===== src/rtl/fp_norm_seq.sv =====
// Post-add normalization sequencer: finds the leading one a nibble per cycle,
// then shifts the mantissa and adjusts the exponent in a single cycle.
module fp_norm_seq #(
  parameter int DATA_W = 28,
  parameter int EXP_W  = 8
) (
  input  logic                       i_clk,
  input  logic                       i_rst_n,
  input  logic                       i_valid,
  output logic                       o_ready,
  input  logic [DATA_W-1:0]          i_mant,
  input  logic [EXP_W-1:0]           i_exp,
  input  logic                       i_flush,
  output logic                       o_valid,
  input  logic                       i_ready,
  output logic [DATA_W-1:0]          o_mant,
  output logic [EXP_W-1:0]           o_exp,
  output logic [$clog2(DATA_W):0]    o_lz,
  output logic                       o_zero,
  output logic                       o_underflow,
  output logic [1:0]                 o_state
);

  // Handshake: an operand transfers on a rising edge with i_valid && o_ready;
  // a result transfers on a rising edge with o_valid && i_ready. o_valid holds
  // with stable data until accepted; i_flush overrides both handshakes.

  localparam int NIB  = DATA_W / 4;
  localparam int KW   = $clog2(NIB);
  localparam int LZ_W = $clog2(DATA_W) + 1;
  localparam int CW   = (LZ_W > EXP_W) ? LZ_W : EXP_W;

  typedef enum logic [1:0] {IDLE, SCAN, SHIFT, DONE} state_t;

  state_t            state;
  logic [DATA_W-1:0] mant_q;
  logic [EXP_W-1:0]  exp_q;
  logic [KW-1:0]     k_q;
  logic [LZ_W-1:0]   lz_q;
  logic              zero_q;

  logic [3:0]        nib;
  logic [1:0]        pos;
  logic              nib_zero;
  logic [LZ_W-1:0]   lz_found;
  logic [CW-1:0]     lz_ext;
  logic [CW-1:0]     exp_ext;
  logic [CW-1:0]     exp_diff;

  // Shared 4-bit leading-one detector fed by the nibble selected by k_q.
  always_comb begin
    nib = '0;
    for (int i = 0; i < NIB; i++) begin
      if (k_q == KW'(i)) nib = mant_q[DATA_W-1-4*i -: 4];
    end
    nib_zero = (nib == 4'b0000);
    casez (nib)
      4'b1???: pos = 2'd3;
      4'b01??: pos = 2'd2;
      4'b001?: pos = 2'd1;
      default: pos = 2'd0;
    endcase
    // 4*k + (3-p) is simply {k, ~p}.
    lz_found = LZ_W'({k_q, ~pos});
    lz_ext   = CW'(lz_q);
    exp_ext  = CW'(exp_q);
    exp_diff = exp_ext - lz_ext;
  end

  assign o_ready = (state == IDLE);
  assign o_state = state;

  always_ff @(posedge i_clk or negedge i_rst_n) begin
    if (!i_rst_n) begin
      state       <= IDLE;
      mant_q      <= '0;
      exp_q       <= '0;
      k_q         <= '0;
      lz_q        <= '0;
      zero_q      <= 1'b0;
      o_valid     <= 1'b0;
      o_mant      <= '0;
      o_exp       <= '0;
      o_lz        <= '0;
      o_zero      <= 1'b0;
      o_underflow <= 1'b0;
    end else if (i_flush) begin
      state       <= IDLE;
      k_q         <= '0;
      zero_q      <= 1'b0;
      o_valid     <= 1'b0;
      o_mant      <= '0;
      o_exp       <= '0;
      o_lz        <= '0;
      o_zero      <= 1'b0;
      o_underflow <= 1'b0;
    end else begin
      case (state)
        IDLE: begin
          if (i_valid) begin
            mant_q <= i_mant;
            exp_q  <= i_exp;
            k_q    <= '0;
            zero_q <= 1'b0;
            state  <= SCAN;
          end
        end
        SCAN: begin
          if (!nib_zero) begin
            lz_q  <= lz_found;
            state <= SHIFT;
          end else if (k_q == KW'(NIB-1)) begin
            zero_q <= 1'b1;
            lz_q   <= '0;
            state  <= SHIFT;
          end else begin
            k_q <= k_q + KW'(1);
          end
        end
        SHIFT: begin
          o_valid <= 1'b1;
          state   <= DONE;
          if (zero_q) begin
            o_mant      <= '0;
            o_exp       <= '0;
            o_lz        <= '0;
            o_zero      <= 1'b1;
            o_underflow <= 1'b0;
          end else if (lz_ext <= exp_ext) begin
            o_mant      <= mant_q << lz_q;
            o_exp       <= exp_diff[EXP_W-1:0];
            o_lz        <= lz_q;
            o_zero      <= 1'b0;
            o_underflow <= 1'b0;
          end else begin
            // Exponent smaller than lz here, so it fits the shift width.
            o_mant      <= mant_q << exp_ext[LZ_W-1:0];
            o_exp       <= '0;
            o_lz        <= exp_ext[LZ_W-1:0];
            o_zero      <= 1'b0;
            o_underflow <= 1'b1;
          end
        end
        DONE: begin
          if (i_ready) begin
            o_valid     <= 1'b0;
            o_mant      <= '0;
            o_exp       <= '0;
            o_lz        <= '0;
            o_zero      <= 1'b0;
            o_underflow <= 1'b0;
            state       <= IDLE;
          end
        end
        default: state <= IDLE;
      endcase
    end
  end

endmodule


===== config.mk =====
export PLATFORM = sky130hd
export DESIGN_NAME = fp_norm_seq
export DESIGN_NICKNAME = d
export VERILOG_FILES = /design/src/rtl/fp_norm_seq.sv
export SDC_FILE = /design/constraint.sdc
export NUM_CORES = 1
export LEC_CHECK = 0
export CORE_MARGIN = 2
export CORE_UTILIZATION = 50
export CTS_BUF_LIST = sky130_fd_sc_hd__clkbuf_4 sky130_fd_sc_hd__clkbuf_8
export DETAILED_ROUTE_END_ITERATION = 10
export PLACE_DENSITY = 0.75
export SLEW_MARGIN = 5
export SYNTH_ARGS = -nofsm -noshare
export SYNTH_HDL_FRONTEND = slang
export SYNTH_SLANG_ARGS = --single-unit

===== constraint.sdc =====
create_clock -name i_clk -period 4.6 [get_ports i_clk]
set_input_delay 0.46 -clock i_clk [delete_from_list [all_inputs] [get_ports i_clk]]
set_output_delay 0.46 -clock i_clk [all_outputs]
set_load 0.01 [all_outputs]

==> summary.md <==
| Metric | Value |
|---|---|
| Status | `complete, no violations` |
| Nature of the critical path startpoint | `flip-flop` |
| Global-route wire length before repair | `24.36 mm` |
| H-tree levels | `3` |
| Dominant cell type by area after synthesis | `sky130_fd_sc_hd__dfrtp_1` |
| Final Critical Period | `3847 ps` |
| Gates resized, CTS repair | `0` |
| Number of fillers in the final layout | `994` |
| RSZ-0062 raised after global routing | `no` |
| Clock edge transition at the registers on the reported setup and hold paths | `90 ps` |
| Top-level I/O count | `89` |
| Remaining antenna violation count after routing | `0` |
| Share of total power consumed by net switching | `44.81%` |
| Number of vias per cell | `6.122` |
| Max capacitance violation total | `0` |
| Critical Path Sink Type | `flip-flop` |
| Buffers added on ports | `88` |
| Max-slew violation count | `0` |
| Cell Count, Final, Fillers Out | `787` |
| Sequential share of the synthesized area | `39.61%` |
| Leakage power figure | `2.933 nW` |
| TritonCTS clock tree | `done` |
| Proportion of power drawn by flip-flops and latches | `31.6%` |
| Drt first-iter violations | `359` |
| Netlist area before placement | `5812 um2` |
| Max Clk Rate | `0.2600 GHz` |
| Slew @ Worst Pin | `1145 ps` |
| Synthesized flop and latch total | `92` |
| Share of final-layout standard cells stronger than drive strength 1 | `13.66%` |
| Syn. warnings | `0` |
| Power Internal | `0.002596 W` |
| Final layout net count | `695` |
| Vias in the first global route | `4728` |
| Post-synth top flop | `sky130_fd_sc_hd__dfrtp_1` |
| Accumulated negative setup slack | `0 ps` |
| Core Region | `11370 um2` |
| Slew headroom | `23.59%` |
| Maximum number of pins on one net before global-route repair | `49` |
| Required time at the endpoint of the critical path | `4870 ps` |
| Final Core Density | `61.11%` |
| DP Wirelength | `10.86 mm` |
| Endpoints failing setup | `0` |
| Remaining design rule violation count | `0` |
| Clock buffers created by TritonCTS | `9` |
| Count of placed standard cells including taps | `771` |
| Mapped Cells | `565` |
| Combined global-route utilization of all metal layers | `23.92%` |
| Final RePlAce weighted congestion | `0.9409` |
| Antenna cell count | `0` |
| Detailed-router iteration count before antenna repair | `5` |
| Initial standard-cell utilization of the core | `51.12%` |
| Commonest cells after routing, fill and taps aside | `92 x sky130_fd_sc_hd__dfrtp_1, 87 x sky130_fd_sc_hd__mux2i_1, 87 x sky130_fd_sc_hd__clkdlybuf4s50_1, 66 x sky130_fd_sc_hd__nand2_1, 50 x sky130_fd_sc_hd__mux2_2` |
| Leading cell type in the layout, fill and taps excluded | `sky130_fd_sc_hd__dfrtp_1` |
| Arrival time of data at the critical path endpoint | `4110 ps` |
| Fraction of synthesized cell area taken by the top area cell type | `39.61%` |
| Slowest cell on the critical path | `sky130_fd_sc_hd__mux2_4` |
| Cell Chain, Critical Path | `inv_1, ha_1, inv_1, fa_1, a211oi_1, nor2_1, nor2_2, buf_4, mux2_4, mux2i_1, mux2i_1, a21o_1, a211o_1, a32o_1` |
| Overall die width | `111.8 um` |
| Routed vias | `4818` |
| Number of distinct library cells after synthesis | `59` |
| Critical setup path kind | `flip-flop to flip-flop` |
| Number of antenna violations at the first check in global routing | `0` |
| Largest vdd supply drop | `0.2517 mV` |
| Site row count | `39` |
| Part of the power in the clock network | `11.5%` |
| Die ar. | `12500 um2` |
| Synthesized net count | `621` |
| EDFF count, synth | `0` |
| Power density over the cells | `677.0 nW/um2` |
| Final std cell area, no fill | `6948 um2` |
| Switching power of the nets | `0.002108 W` |
| Relative area change from synthesis to final layout | `19.55%` |
| Sinks on the clock net | `92` |
| CP peak stage delay | `500 ps` |
| Biggest area contributors in the synthesized netlist | `sky130_fd_sc_hd__dfrtp_1 40%, sky130_fd_sc_hd__mux2i_1 15%, sky130_fd_sc_hd__mux2_2 9.7%` |
| Period utilisation layout | `83.63%` |
| Syn Area/Cell | `10.29 um2` |
| Share of flip-flops with an asynchronous set or reset | `100.0%` |
| Average routed wire per standard cell | `18.82 um` |
| Power share of the combinational group | `56.9%` |
| Largest fanout of any net on the critical path | `31` |
| Overall power of the completed layout | `0.004703 W` |
| Chip height | `111.8 um` |
| Final worst clock skew | `9.471 ps` |
| Post CTS Setup Buffer Count | `0` |
| CTS max path bufs | `2` |
| Buffer type at the clock tree root | `sky130_fd_sc_hd__clkbuf_8` |
| Cell Area, Placed | `6758 um2` |
| Worst-skew pair later-pin latency | `380 ps` |
| Number of failing hold endpoints at the final stage | `0` |
| Overflow left after global routing | `0` |
| Hold buffers post-CTS | `0` |
| Overall routed net length | `14.82 mm` |
| Path class of the lowest-slack min-delay path | `input pin to asynchronous set/reset pin` |
power by group through the flow:
stage	Combinational, W	Sequential (W)	Clock (W)
after global routing	0.00289	0.00152	0.000578
after CTS	0.00265	0.00147	0.000552
final	0.00267	0.00149	0.000543
after floorplan	0.00187	0.00139	0
after global placement	0.00256	0.00147	0
after detailed placement	0.00262	0.00149	0
path summary, 6_finish.rpt:
check | from | to | slack (ps) | depth (start not counted)
min in group i_clk | o_lz[3] | o_lz[3] | 480 | 2
setup reg to reg | exp_ext[0] | o_mant[24] | 750 | 14
setup / recovery | exp_ext[0] | o_mant[24] | 750 | 14
max in group asynchronous | i_rst_n | exp_ext[2] | 3480 | 2
hold / removal | i_rst_n | o_mant[7] | 70 | 1
hold reg to reg | o_lz[3] | o_lz[3] | 480 | 2
registers in the layout, summed over array words and instances (netlist names):
register,cells
exp_ext,8
k_q,3
lz_q,5
mant_q,28
o_exp,8
o_lz,6
o_mant,28
o_state,2
o_underflow,1
o_valid,1
o_zero,1
zero_q,1
worst max-delay path: cells and delay by family (launching register included):
family,cells,cell delay [ps]
AOI/OAI and AO/OA,4,1060
muxes,3,1000
DFF,1,430
and+or+nand+nor,2,270
buffers and inverters,3,380
adders and majority gates,2,560
final cells by class:
| type | count | area, um2 | share of cell area, % |
|---|---|---|---|
| inverters | 15 | 56.30 | 0.8104 |
| repair buffers | 98 | 953.4 | 13.72 |
| well taps | 143 | 178.9 | 2.575 |
| clock inverters | 7 | 66.31 | 0.9544 |
| flip-flops and latches | 92 | 2302 | 33.14 |
| clock buffers | 9 | 123.9 | 1.783 |
| multi-input cells | 423 | 3267 | 47.02 |
Yosys cell counts, types with 5 or more instances:
cell type / n
sky130_fd_sc_hd__o21ai_1: 5
sky130_fd_sc_hd__mux2_2: 50
sky130_fd_sc_hd__inv_1: 15
sky130_fd_sc_hd__o21ai_0: 28
sky130_fd_sc_hd__ha_1: 14
sky130_fd_sc_hd__a21o_1: 5
sky130_fd_sc_hd__nand2b_1: 8
sky130_fd_sc_hd__a21oi_1: 19
sky130_fd_sc_hd__a22oi_1: 7
sky130_fd_sc_hd__nor2_1: 20
sky130_fd_sc_hd__and2_1: 6
sky130_fd_sc_hd__buf_2: 7
sky130_fd_sc_hd__mux2i_1: 87
sky130_fd_sc_hd__nand3_1: 10
sky130_fd_sc_hd__dfrtp_1: 92
sky130_fd_sc_hd__nor3_1: 5
sky130_fd_sc_hd__nand2_1: 66
sky130_fd_sc_hd__o221ai_1: 5
sky130_fd_sc_hd__a22o_1: 14
sky130_fd_sc_hd__clkbuf_1: 17
sky130_fd_sc_hd__o211ai_1: 7
sky130_fd_sc_hd__nor2b_1: 5
sky130_fd_sc_hd__buf_4: 5
metrics by stage:
| stage | hold slack (ps) | worst slack, ps |
|---|---|---|
| after global placement | 463.6 | 930.9 |
| after floorplan | 164.4 | 1361 |
| after global routing | 115.9 | 463.8 |
| after CTS | 90.77 | 784.9 |
| final | 67.85 | 753.2 |
| after detailed placement | 470.1 | 788.8 |
kinds of logic after synthesis:
| group | after synthesis | share of synthesized area (%) |
|---|---|---|
| DFF | 92 | 39.61 |
| and+or+nand+nor | 132 | 10.38 |
| adders and majority gates | 15 | 3.358 |
| buffers and inverters | 50 | 4.220 |
| muxes | 144 | 26.52 |
| AOI/OAI and AO/OA | 126 | 15.01 |
| xor gates and xnor gates | 6 | 0.9042 |
per-layer routing:
| layer | routed length, um | global-route usage, % | share of wire (%) | up-vias |
|---|---|---|---|---|
| met5 | 0 | 0 | 0 | - |
| met4 | 334 | 8.313 | 2.3 | 0 |
| met3 | 926 | 3.647 | 6.3 | 37 |
| met2 | 6962 | 38.55 | 47 | 207 |
| met1 | 6591 | 33.13 | 44 | 2356 |
| li1 | - | - | - | 2218 |
No activity file was read; power rests on OpenSTA's default activity.
